$ cat src/rtl/nonogram_pkg.sv
// nonogram_pkg: board limits, sequencer states and frame format shared
// by the parser, the transmit sequencer and the PC-side tests.
package nonogram_pkg;

  localparam int NG_MAX_DIM        = 11;
  localparam int NG_ADDR_W         = 7;
  localparam int NG_CELLS_PER_BYTE = 8;

  typedef enum logic [2:0] {
    IDLE,
    HEADER,
    GATHER,
    SEND,
    WAIT_DONE,
    CHECKSUM,
    FINISH
  } tx_state_e;

  // Header byte: rows in the high nibble, columns in the low nibble.
  function automatic logic [7:0] hdr_byte(
    input logic [3:0] rows,
    input logic [3:0] cols
  );
    return {rows, cols};
  endfunction

  // Checksum is the running XOR of every byte sent before it.
  function automatic logic [7:0] csum_next(
    input logic [7:0] acc,
    input logic [7:0] b
  );
    return acc ^ b;
  endfunction

endpackage

$ cat src/rtl/bit_packer.sv
// bit_packer: assembles up to eight cell bits into a byte, LSB first.
// Bits not yet shifted in stay 0, so a short final byte is zero padded.
module bit_packer (
  input  logic       clk_100mhz,
  input  logic       rst,
  input  logic       clear,
  input  logic       shift_en,
  input  logic       bit_in,
  output logic [7:0] byte_out,
  output logic [3:0] count
);

  // Write each incoming bit at the next free position and count it.
  always_ff @(posedge clk_100mhz or posedge rst) begin
    if (rst) begin
      byte_out <= '0;
      count    <= '0;
    end else if (clear) begin
      byte_out <= '0;
      count    <= '0;
    end else if (shift_en && count < 4'd8) begin
      byte_out[count[2:0]] <= bit_in;
      count                <= count + 4'd1;
    end
  end

endmodule

$ cat src/rtl/tx_sequencer.sv
// tx_sequencer: streams a solved board to the UART as
// header {n,m}, packed cell bytes, then an XOR checksum byte.
module tx_sequencer
  import nonogram_pkg::*;
#(
  parameter int MAX_DIM = NG_MAX_DIM,
  parameter int ADDR_W  = NG_ADDR_W
) (
  input  logic              clk_100mhz,
  input  logic              rst,
  input  logic              start,
  input  logic [3:0]        n,
  input  logic [3:0]        m,
  output logic [ADDR_W-1:0] cell_addr,
  input  logic              cell_val,
  output logic              tx_valid,
  output logic [7:0]        tx_data,
  input  logic              tx_done,
  output logic              busy,
  output logic              finished
);

  localparam int            CW       = ADDR_W + 1;
  localparam logic [3:0]    DIM_LIM  = 4'(MAX_DIM);
  localparam logic [CW-1:0] CNT_ONE  = CW'(1);
  localparam logic [3:0]    BYTE_LEN = 4'(NG_CELLS_PER_BYTE);

  tx_state_e     state;
  tx_state_e     nxt;
  logic [CW-1:0] cell_idx;
  logic [CW-1:0] total;
  logic [CW-1:0] total_d;
  logic [7:0]    prod;
  logic          dims_ok;
  logic [7:0]    hdr_q;
  logic [7:0]    csum;
  logic          last_q;
  logic          cap_pend;
  logic          issue;
  logic          pk_clear;
  logic [7:0]    pk_byte;
  logic [3:0]    pk_cnt;

  // Board size at the start request; oversize boards carry no cells.
  always_comb begin
    dims_ok = (n != 4'd0) && (m != 4'd0)
           && (n <= DIM_LIM) && (m <= DIM_LIM);
    prod    = {4'b0000, n} * {4'b0000, m};
    total_d = dims_ok ? CW'(prod) : '0;
  end

  // Issue a read while the byte has room and cells remain;
  // cell_addr rests at 0 whenever no read is issued.
  always_comb begin
    issue = (state == GATHER)
         && ((pk_cnt + {3'b000, cap_pend}) < BYTE_LEN)
         && (cell_idx < total);
    cell_addr = issue ? cell_idx[ADDR_W-1:0] : '0;
    pk_clear  = (state == SEND) || (state == IDLE);
  end

  bit_packer u_packer (
    .clk_100mhz (clk_100mhz),
    .rst        (rst),
    .clear      (pk_clear),
    .shift_en   (cap_pend),
    .bit_in     (cell_val),
    .byte_out   (pk_byte),
    .count      (pk_cnt)
  );

  // State register.
  always_ff @(posedge clk_100mhz or posedge rst) begin
    if (rst) state <= IDLE;
    else     state <= nxt;
  end

  // Next-state logic; one byte in flight until tx_done returns.
  always_comb begin
    nxt = state;
    unique case (state)
      IDLE:      if (start) nxt = HEADER;
      HEADER:    nxt = WAIT_DONE;
      GATHER:    nxt = issue ? GATHER : SEND;
      SEND:      nxt = WAIT_DONE;
      WAIT_DONE: begin
        if (tx_done) begin
          if (last_q)              nxt = FINISH;
          else if (cell_idx < total) nxt = GATHER;
          else                     nxt = CHECKSUM;
        end
      end
      CHECKSUM:  nxt = WAIT_DONE;
      FINISH:    nxt = IDLE;
      default:   nxt = IDLE;
    endcase
  end

  // Frame datapath and registered outputs.
  always_ff @(posedge clk_100mhz or posedge rst) begin
    if (rst) begin
      tx_valid <= 1'b0;
      tx_data  <= '0;
      busy     <= 1'b0;
      finished <= 1'b0;
      cell_idx <= '0;
      total    <= '0;
      hdr_q    <= '0;
      csum     <= '0;
      last_q   <= 1'b0;
      cap_pend <= 1'b0;
    end else begin
      tx_valid <= 1'b0;
      busy     <= (nxt != IDLE);
      finished <= (nxt == FINISH);
      cap_pend <= issue;
      if (issue) cell_idx <= cell_idx + CNT_ONE;
      unique case (state)
        IDLE: begin
          if (start) begin
            total    <= total_d;
            cell_idx <= '0;
            csum     <= '0;
            last_q   <= 1'b0;
            hdr_q    <= hdr_byte(n, m);
          end
        end
        HEADER: begin
          tx_valid <= 1'b1;
          tx_data  <= hdr_q;
          csum     <= csum_next(csum, hdr_q);
        end
        SEND: begin
          tx_valid <= 1'b1;
          tx_data  <= pk_byte;
          csum     <= csum_next(csum, pk_byte);
        end
        CHECKSUM: begin
          tx_valid <= 1'b1;
          tx_data  <= csum;
          last_q   <= 1'b1;
        end
        default: ;
      endcase
    end
  end

endmodule

$ cat config.mk
export PLATFORM = sky130hd
export DESIGN_NAME = tx_sequencer
export DESIGN_NICKNAME = d
export VERILOG_FILES = /design/src/rtl/nonogram_pkg.sv /design/src/rtl/bit_packer.sv /design/src/rtl/tx_sequencer.sv
export SDC_FILE = /design/constraint.sdc
export NUM_CORES = 1
export LEC_CHECK = 0
export ABC_AREA = 1
export CAP_MARGIN = 5
export CORE_MARGIN = 3
export CORE_UTILIZATION = 53
export DETAILED_ROUTE_END_ITERATION = 10
export GPL_ROUTABILITY_DRIVEN = 0
export GPL_TIMING_DRIVEN = 0
export PLACE_DENSITY = 0.83
export SYNTH_ARGS = -nofsm -noshare
export SYNTH_HDL_FRONTEND = slang
export SYNTH_HIERARCHICAL = 1
export SYNTH_SLANG_ARGS = --single-unit
$ cat constraint.sdc
create_clock -name clk_100mhz -period 2.01 [get_ports clk_100mhz]
set_input_delay 0.402 -clock clk_100mhz [delete_from_list [all_inputs] [get_ports clk_100mhz]]
set_output_delay 0.402 -clock clk_100mhz [all_outputs]
set_load 0.005 [all_outputs]
Yosys cells after proc, flatten, opt, wreduce, memory -nomap -nowiden. Index checks and enable logic that the tools add are counted.

Add/sub/neg operators: 3. Multipliers: 1. Order comparisons: 7. Equal/unequal tests: 7. Mux-type cells: 24. Bitwise gates (word level): 2. Reduce and logical (&&, ||, !) cells: 20.

Operators with widths (count): $mux 8 (7); $pmux 8 s3 (2); $xor 8x8->8 (2); $mux 3 (4); $pmux 3 s4 (1); $eq 3x3->1 const B (3); $reduce_bool 3->1 (3); $add 8x1->8 const B (1); $bwmux 8 (1); $le 4x4->1 const B (2); $lt 4x4->1 const B (2); $lt 8x8->1 (1); $mul 4x4->8 (1); $mux 4 (2); $reduce_bool 4->1 (2); $logic_and 1x1->1 (7); $mux 7 (1); $eq 3x2->1 const B (2); $reduce_and 2->1 (3); $add 4x1->4 (1); $add 4x1->4 const B (1); $lt 3x4->1 const B (1); $mux 1 (4); $reduce_bool 2->1 (2); 8 further kinds (8).

Bits in registers: 60. Input port bits: 13. Output and inout bits: 18. Word-level logic and storage cells: 77.

Depth between registers and ports, before layout.
Depth after elaboration: 7. Gate-level depth with buffers: 13.

Hierarchy. The synthesis kept the hierarchy.

Modules (own cells, without submodules): tx_sequencer (instances 1, cells an instance 397, area an instance 3004.1 µm², seq. area each 1201.2 µm²); bit_packer (instances 1, cells an instance 93, area an instance 659.4 µm², seq. area each 300.3 µm²).

Least setup slack after synthesis. No wires, ideal clock.

Path type: input to register. Start: input port n[0]. End: register total[6]. Arrival: 2452 ps. Required time: 1884 ps. Setup slack: -568 ps. Stages: 9. Cells stage by stage: nand2_1 > fa_1 > inv_1 > fa_1 > inv_1 > fa_1 > o21ai_0 > and2_1 > o22ai_1.

Longest elaborated chain between the ends: 5.

RTL lines: start, declared (line tx_sequencer.sv:12) `input logic [3:0] n,`; parallel branches: the longest is 4 deep, another holds $mul 4x4->8; $mux 8 (*) (line tx_sequencer.sv:49) `total_d = dims_ok ? CW'(prod) : '0;`; end signal, assigned (line tx_sequencer.sv:121) `total <= total_d;`; end, declared (line tx_sequencer.sv:31) `logic [CW-1:0] total;`.

Every way passes the cells marked *. A chain may end at the register's enable or synchronous reset.

Worst setup path after layout.
Start: register total[5]. End: output port cell_addr[2].

Longest elaborated chain between the ends: 3.

RTL lines: $lt 8x8->1 (line tx_sequencer.sv:57) `&& (cell_idx < total);`; $logic_and 1x1->1 (line tx_sequencer.sv:57); $mux 7 (line tx_sequencer.sv:58) `cell_addr = issue ? cell_idx[ADDR_W-1:0] : '0;`; end, declared (line tx_sequencer.sv:14) `output logic [ADDR_W-1:0] cell_addr,`.

No other way between the ends.

==> impl_metrics.toml <==
[grt]
antenna_found_initial = 0
grt_max_degree = 36
grt_pass1_vias = 3308
grt_pass1_wl_um = 14800
track_usage_pct = 24.1
grt_overflow = 0

[drt]
via_per_inst = 5.59
drt_wl_total_um = 9870
detail-route-antenna-nets = 0
route.detailed.wl_per_inst_um = 15.3
drcViolationCount = 0
drt-pass1-iter-count = 5
num_vias = 3599
drtIter0Drc = 348

[floorplanning]
start_util_pct = 56.1
ioPinCount = 31
die-width_um = 89.1
design.die.area_um2 = 7950
num_rows = 29
core_area_um2 = 6530
die_h_um = 89.1

[layout]
nets = 602
layout-drive-gt1-share_pct = 23.1
antenna_cells = 0
finish.utilization_pct = 72.7
stdcell_area_um2 = 4750
syn2layout_area_growth_pct = 29.6

[outcome]
violations = "negative setup slack"
outcome = "finished, violations left"

[clock_tree]
cts_tree = "built"
ctsRootBufferMaster = "clkbuf_8"
clock_latency_ns = 0.34
cts_buffers = 9
path_clk_slew_ns = 0.07
clockBufferDepth = 2
clock_sinks = 60
htreeDepth = 3
cts_hold_buffers = 0

[sta]
fmax_ghz = 0.392
hold_viol = 0
skew_ns = 0.00676
min_period_ns = 2.55
fin_ws_ns = -0.541
setup_viol = 18
worst_pin_slew_ns = 0.472
max_slew_margin_pct = 68.2
fin_hold_ws_ns = 0.356
timing.final.crit_share_pct = 127
slew_violations = 0
rsz0062_at_grt = "yes"

[synth]
yosys_warnings = 6
synth_edf_count = 0
synth_cells = 490
yosys_register_bits = 60
synth_top_area_cell = "dfrtp_1"
ys_seq_area_share_pct = 41.0
synthFlopType = "dfrtp_1"
syn_area_per_cell_um2 = 7.48
synth.cell_area_um2 = 3660
syn_nets = 529
yosysUniqueCellTypes = 32
yosysTopAreaCellShare_pct = 41.0
synthTopCellsByArea = "dfrtp_1 (41%), nand2_1 (15%), inv_1 (8.3%), ha_1 (7.5%), o21ai_0 (4.5%)"
synthArstFlopShare_pct = 100

[job]
maxCapViolCount = 0

[worst_setup_path]
start_kind = "register"
worstSetupEndpointType = "output port"
crit_type = "register to output port"
cp.required_ns = 1.61
path_max_fanout = 3
arrival_ns = 2.15

[placement]
io_buffers = 30
placed_area_um2 = 4120
dp_hpwl_um = 6200

[pwr]
p_per_area_nw_per_um2 = 1130
cellLeakagePower_uw = 0.00249
p_total_uw = 5350
ir_worst_vdd_mv = 0.520

[hold_path]
hp-class = "input pin to asynchronous set/reset pin"
## cells in the mapped netlist (3+ instances only)
cell type    n
nand4_1      7
nand2_1    148
inv_2        4
fa_1         4
inv_1       81
ha_1        22
nor3_2       3
nor2_1      32
a21oi_1     23
dfrtp_1     60
nor3_1       9
buf_6        3
xor2_1       3
and3_1       5
nand3_1     24
o22ai_1      5
o21ai_0     33
a41oi_1      3
## worst paths after layout
path	start	end	slack, ns	cells past startpoint
setup / recovery	total[5]	cell_addr[2]	-0.54	11
hold / removal	rst	busy	0.36	2
setup reg to reg	total[5]	busy	-0.30	15
hold reg to reg	tx_data[2]	tx_data[2]	0.50	2
max in group asynchronous	rst	hdr_q[2]	1.14	3
min in group clk_100mhz	m[3]	hdr_q[3]	0.36	3
## sequential cells by signal, indices dropped and copies added (netlist names)
signal             cells
cell_idx               8
csum                   8
hdr_q                  8
total                  8
tx_data                8
u_packer/byte_out      8
u_packer/count         4
state                  3
busy                   1
cap_pend               1
finished               1
last_q                 1
tx_valid               1
## routing by layer
metal	track usage (%)	up-vias	part of all wire, %
met5	0	-	0
li1	-	1701	-
met4	12.7	0	3.3
met2	39.7	154	50
met1	30.3	1709	41
met3	4.24	35	5.1
## logic make-up after synthesis
logic type / after synthesis / share of synthesized area (%)
compound gates: 69 / 10.3
flops: 60 / 41.0
fa+ha+maj: 26 / 9.70
xor+xnor: 3 / 0.717
buf+inv: 96 / 10.7
simple gates: 236 / 27.7
## cell usage in the layout (no fill, tap or decap), types with 7 or more instances in the layout
cell / count
nand4_1: 7
nand2_1: 137
nor3_1: 9
dfrtp_1: 54
inv_1: 77
inv_2: 7
nand2_2: 10
o21ai_0: 30
a21oi_1: 19
nand3_1: 23
buf_2: 8
ha_1: 14
clkbuf_8: 9
ha_4: 8
buf_6: 10
nor2_2: 8
clkdlybuf4s50_1: 16
nor2_1: 23
buf_4: 27
## cell type report
cell class	count	area (um2)
Timing Repair Buffer	62	564
Fill cell	452	1780
Clock buffer	10	128
Sequential cell	60	1510
Buffer	8	58.8
Inverter	88	334
Tap cell	77	96.3
Multi-Input combinational cell	334	2000
Clock inverter	5	53.8
## through the flow
stage / instances / setup WS [ns] / setup TNS, ns
global route: 644 / -0.635 / -7.36
floorplan: 490 / -0.384 / -1.23
detailed placement: 598 / -1.24 / -10.43
global placement: 597 / -1.18 / -33.23
CTS: 633 / -0.504 / -3.98
finish: 644 / -0.541 / -5.62
## power by group
part | switching (uW) | internal, uW | leakage, uW
clock network | 477 | 561 | 0.0000959
logic | 1400 | 1030 | 0.00162
registers | 280 | 1600 | 0.000774
total | 2160 | 3190 | 0.00249
## critical path, cell delays in order (launching register included)
cell and delay [ns]:
dfrtp_1 0.37, inv_2 0.09, ha_4 0.21, a21oi_2 0.14, nor2_2 0.05, nor3_2 0.21, nand3_2 0.14, buf_6 0.15
buf_6 0.12, buf_6 0.12, nor2_2 0.09, buf_2 0.11
## timing repair
action	CTS	global route
pin swaps	16	12
endpoints found under the setup margin	13	19
buffers inserted	21	13
gates resized for setup	87	47
gates cloned	1	0
No activity file was read; power rests on OpenSTA's default activity.
